--- src/rtl/updown_mod_counter.sv ---
// updown_mod_counter: up/down modulo counter with load, clamp-to-limit, terminal-count pulse and sticky boundary flag
module updown_mod_counter #(
  parameter int WIDTH    = 8,
  parameter bit SATURATE = 1'b0
) (
  input  logic             clk,
  input  logic             reset,
  input  logic             clear,
  input  logic             en,
  input  logic             up_dn,
  input  logic             load,
  input  logic [WIDTH-1:0] load_val,
  input  logic [WIDTH-1:0] max_val,
  output logic [WIDTH-1:0] count,
  output logic             tc,
  output logic             ovf
);
  localparam logic [WIDTH-1:0] ONE  = WIDTH'(1);
  localparam logic [WIDTH-1:0] ZERO = '0;
  logic [WIDTH-1:0] count_q, count_d;
  logic             tc_q, tc_d;
  logic             ovf_q, ovf_d;
  logic             at_top, at_bot, bnd;
  logic [WIDTH-1:0] up_next, dn_next, load_next;
  assign at_top    = count_q >= max_val;
  assign at_bot    = count_q == ZERO;
  assign bnd       = up_dn ? at_top : at_bot;
  assign load_next = (load_val > max_val) ? max_val : load_val;
  assign up_next   = at_top ? (SATURATE ? max_val : ZERO) : count_q + ONE;
  assign dn_next   = at_bot ? (SATURATE ? ZERO : max_val) : (count_q > max_val) ? max_val : count_q - ONE;
  // next state: clear beats load beats an enabled step; otherwise hold with tc low
  always_comb begin
    count_d = clear ? ZERO : load ? load_next : en ? (up_dn ? up_next : dn_next) : count_q;
    tc_d    = !clear && !load && en && bnd;
    ovf_d   = !clear && (ovf_q || (!load && en && bnd));
  end
  // state registers with asynchronous active-high reset
  always_ff @(posedge clk or posedge reset) begin
    if (reset) begin
      count_q <= '0;
      tc_q    <= 1'b0;
      ovf_q   <= 1'b0;
    end else begin
      count_q <= count_d;
      tc_q    <= tc_d;
      ovf_q   <= ovf_d;
    end
  end
  assign count = count_q;
  assign tc    = tc_q;
  assign ovf   = ovf_q;
endmodule

--- config.mk ---
export PLATFORM = sky130hd
export DESIGN_NAME = updown_mod_counter
export DESIGN_NICKNAME = d
export VERILOG_FILES = /design/src/rtl/updown_mod_counter.sv
export SDC_FILE = /design/constraint.sdc
export NUM_CORES = 1
export LEC_CHECK = 0
export CORE_UTILIZATION = 47
export CTS_CLUSTER_SIZE = 20
export DETAILED_ROUTE_END_ITERATION = 6
export GPL_TIMING_DRIVEN = 0
export PLACE_DENSITY = 0.78
export SLEW_MARGIN = 20
export SYNTH_ARGS = -nofsm -noshare
export SYNTH_HDL_FRONTEND = slang
export SYNTH_SLANG_ARGS = --single-unit
--- constraint.sdc ---
create_clock -name clk -period 2.2 [get_ports clk]
set_input_delay 0.44 -clock clk [delete_from_list [all_inputs] [get_ports clk]]
set_output_delay 0.44 -clock clk [all_outputs]
set_load 0.05 [all_outputs]
==> metrics.md <==
| Metric | Value |
|---|---|
| # hold bufs at CTS | `0` |
| N_diodes | `0` |
| Crit path cell chain | `ha_4 -> nor2b_4 -> o211ai_1 -> buf_4 -> a31oi_4 -> nor2_4 -> or4b_4 -> a21oi_2` |
| Setup TNS Final | `-55.8 ps` |
| # setup viols final | `4` |
| Slew @ Worst Pin | `between 700 and 800 ps` |
| All-Layer GR Usage | `between 20% and 30%` |
| Yosys top cell area share | `between 10% and 20%` |
| Dominant synthesized flop cell | `dfrtp_1` |
| Filler instances | `approximately 220` |
| Top cells by area, synth | `dfrtp_1 17%, ha_1 16%, nand2_1 4.0%` |
| Placed Area | `1890 um2` |
| Row cnt | `20` |
| Final HPWL DP | `3.44 mm` |
| Initial antenna violation count | `0` |
| Max-Cap Viols | `0` |
| Pins Over Slew Limit | `0` |
| Leakage | `0.872 nW` |
| Fin crit period | `2230 ps` |
| Setup CP Type | `reg -> reg` |
| CTS Buf Count | `3` |
| WHS | `458 ps` |
| Failing checks | `setup timing` |
| Seq/Total Area, Yosys | `16.7%` |
| Worst-case reg-to-reg path depth | `8` |
| Worst path arrival time | `around 2500 ps` |
| Post-route setup slack | `-31.1 ps` |
| Async set-or-reset flop fraction in the synthesized netlist | `100%` |
| FF-to-FF End | `ovf$_DFF_PP0_` |
| RSZ-0062 raised after global routing | `true` |
| Number of synthesized register bits | `10` |
| Number of synthesized flops with an enable pin | `0` |
| CTS tree | `done` |
| Avg Cell Area, Syn | `roughly 8.2 um2` |
| Pin count of the biggest net entering global routing | `11` |
| Worst skew pair latency | `280 ps` |
| Drt total wl | `roughly 5.2 mm` |
| Post-route cell area | `between 2000 and 2500 um2` |
| Area of the multi-input gates | `approximately 1300 um2` |
| Clk slew on worst S/H paths | `80 ps` |
| Worst setup path endpoint | `ovf$_DFF_PP0_` |
| Vias in the first global route | `1590` |
| Worst r2r src | `count[1]$_DFFE_PP0P_` |
| P&R area growth vs syn | `47.6%` |
| Commonest cells in the netlist | `19 x ha_1, 16 x nand2_1, 14 x nor2_1` |
| Worst-path maximum fanout | `7` |
| Die ar. | `3420 um2` |
| Die height | `slightly below 60 um` |
| First-pass iteration count of the detailed router | `5` |
| Synthesized area | `1500 um2` |
| Yosys top cell by area | `dfrtp_1` |
| Syn_nets | `223` |
| Nets | `between 200 and 300` |
| Final Non-Filler Cells | `approximately 270` |
| Max Fclk | `~450 MHz` |
| Final clock skew | `2.71 ps` |
| Routability-driven placement congestion ratio | `0.878` |
| Most instantiated library cell after synthesis | `ha_1` |
| Reg area | `between 200 and 300 um2` |
| Outcome | `complete, but fails checks` |
| Crit path launch type | `flip-flop` |
| Grt ovf | `0` |
| Pwr Density | `roughly 600 nW/um2` |
| Clock Path Buffers | `2` |
| Die Span X | `a little under 60 um` |
| Critical path required time | `2410 ps` |
| Relative slew slack | `47.8%` |
| Number of buffers added on ports | `30` |
| Gate Count Post-Synth | `182` |
| Crit-path max cell delay | `~530 ps` |
| Worst reg2reg setup slack | `-30 ps` |
| Htree depth | `1` |
| Critical path endpoint category | `flip-flop` |
| Starting Density | `49.2%` |
| Critical path's slowest cell | `or4b_4` |
| DRC | `0` |
| Root buffer cell | `clkbuf_4` |
| I/O pin total | `32` |
| Clock sink count | `10` |
| Vias/cell | `about 6.2` |
| DRT antenna net count | `0` |
| Critical Path Source | `count[1]$_DFFE_PP0P_` |
| Vias | `about 1700` |
| Per-cell routed wire length | `around 19 um` |
| Unique masters post-synth | `46` |
| Yosys warning total | `0` |
| Iter 0 DRT Violations | `~190` |
| Inst Count DP | `256` |
| First-pass GRT wire length | `7.39 mm` |
| Worst Hold Class | `in -> async` |
| Share of cells above drive strength 1 | `roughly a third` |
| Core Area | `3050 um2` |
| Tcrit/Tclk final | `101%` |
| Core Util, Final | `between 70% and 80%` |
| Worst IR Drop VDD | `just over 400 uV` |
| Final hold violations | `0` |
## worst min path at each step
stage	start	endpoint	cells past startpoint
6_report	reset	count[4]$_DFFE_PP0P_	2
5_1_grt	max_val[1]	count[1]$_DFFE_PP0P_	3
4_1_cts	reset	count[4]$_DFFE_PP0P_	2
3_5_place_dp	ovf$_DFF_PP0_	ovf$_DFF_PP0_	2
3_3_place_gp	ovf$_DFF_PP0_	ovf$_DFF_PP0_	2
2_1_floorplan	reset	count[2]$_DFFE_PP0P_	1
## layout by cell type (no fill, tap or decap), types with 3 or more instances in the layout
cell type | netlist | layout
clkdlybuf4s50_1 | 0 | 20
buf_4 | 2 | 17
nand2_1 | 16 | 16
nor2_1 | 14 | 12
ha_1 | 19 | 10
ha_4 | 0 | 9
nand3_1 | 8 | 8
a21oi_1 | 8 | 7
o21ai_0 | 7 | 7
xnor2_1 | 6 | 6
inv_1 | 12 | 6
buf_6 | 4 | 5
nor3_1 | 5 | 5
inv_2 | 0 | 5
dfrtp_2 | 0 | 5
dfrtp_1 | 10 | 5
nand4_1 | 4 | 4
a221oi_1 | 6 | 4
a31oi_1 | 5 | 4
a32oi_1 | 4 | 4
a22oi_1 | 5 | 4
dlygate4sd2_1 | 0 | 4
xor2_1 | 3 | 3
a221oi_2 | 1 | 3
clkbuf_2 | 0 | 3
clkbuf_4 | 0 | 3
## through the flow
stage	total power [W]	setup slack (ps)
after floorplan	0.000807	-132
after global placement	0.00100	-667
after detailed placement	0.00102	-698
after CTS	0.00127	-60.4
after global routing	0.00143	-59.9
final	0.00136	-31.1
## area by class of cell
cell class | count | area share, %
multi-input cells | 148 | 60.2
repair buffers | 47 | 19.0
flip-flops and latches | 10 | 11.6
plain buffers | 9 | 2.94
well taps | 44 | 2.48
inverters | 12 | 2.15
clock buffers | 4 | 1.64
## state kept, by name, indices dropped and copies added (netlist names)
register  count
ovf           1
tc            1
count         8
## cell families after synthesis
kind of cell / after synthesis / synth area share (%)
simple gates: 63 / 23.8
compound gates: 50 / 24.9
buf+inv: 24 / 8.50
fa+ha+maj: 19 / 15.8
flops: 10 / 16.7
xor+xnor: 9 / 5.25
mux: 7 / 5.00
## per-layer routing
metal  vias to the layer above  share of wire [%]  global-route usage [%]
met5                         -                  0                       0
met4                         0                2.3                    9.52
met3                        16                7.0                    3.52
met2                        89                 48                    50.1
met1                       795                 43                    36.4
li1                        786                  -                       -
## critical path: cells and delay by family, from the launching register on
family	cells	cell delay, ps
simple gates	3	760
compound gates	3	510
flops	1	430
fa+ha+maj	1	270
buf+inv	1	200
## power by group
| group | switching [W] | internal [W] | total, W |
|---|---|---|---|
| Combinational | 0.000512 | 0.000423 | 0.000935 |
| Clock | 0.0000803 | 0.000101 | 0.000181 |
| Sequential | 0.0000334 | 0.000213 | 0.000246 |
## what timing repair did
item	CTS	global route
pin swaps	15	18
setup buffers	10	7
gates resized for setup	39	20
setup endpoints to repair	10	9
Note: power is estimated with default switching activity, not from simulation.
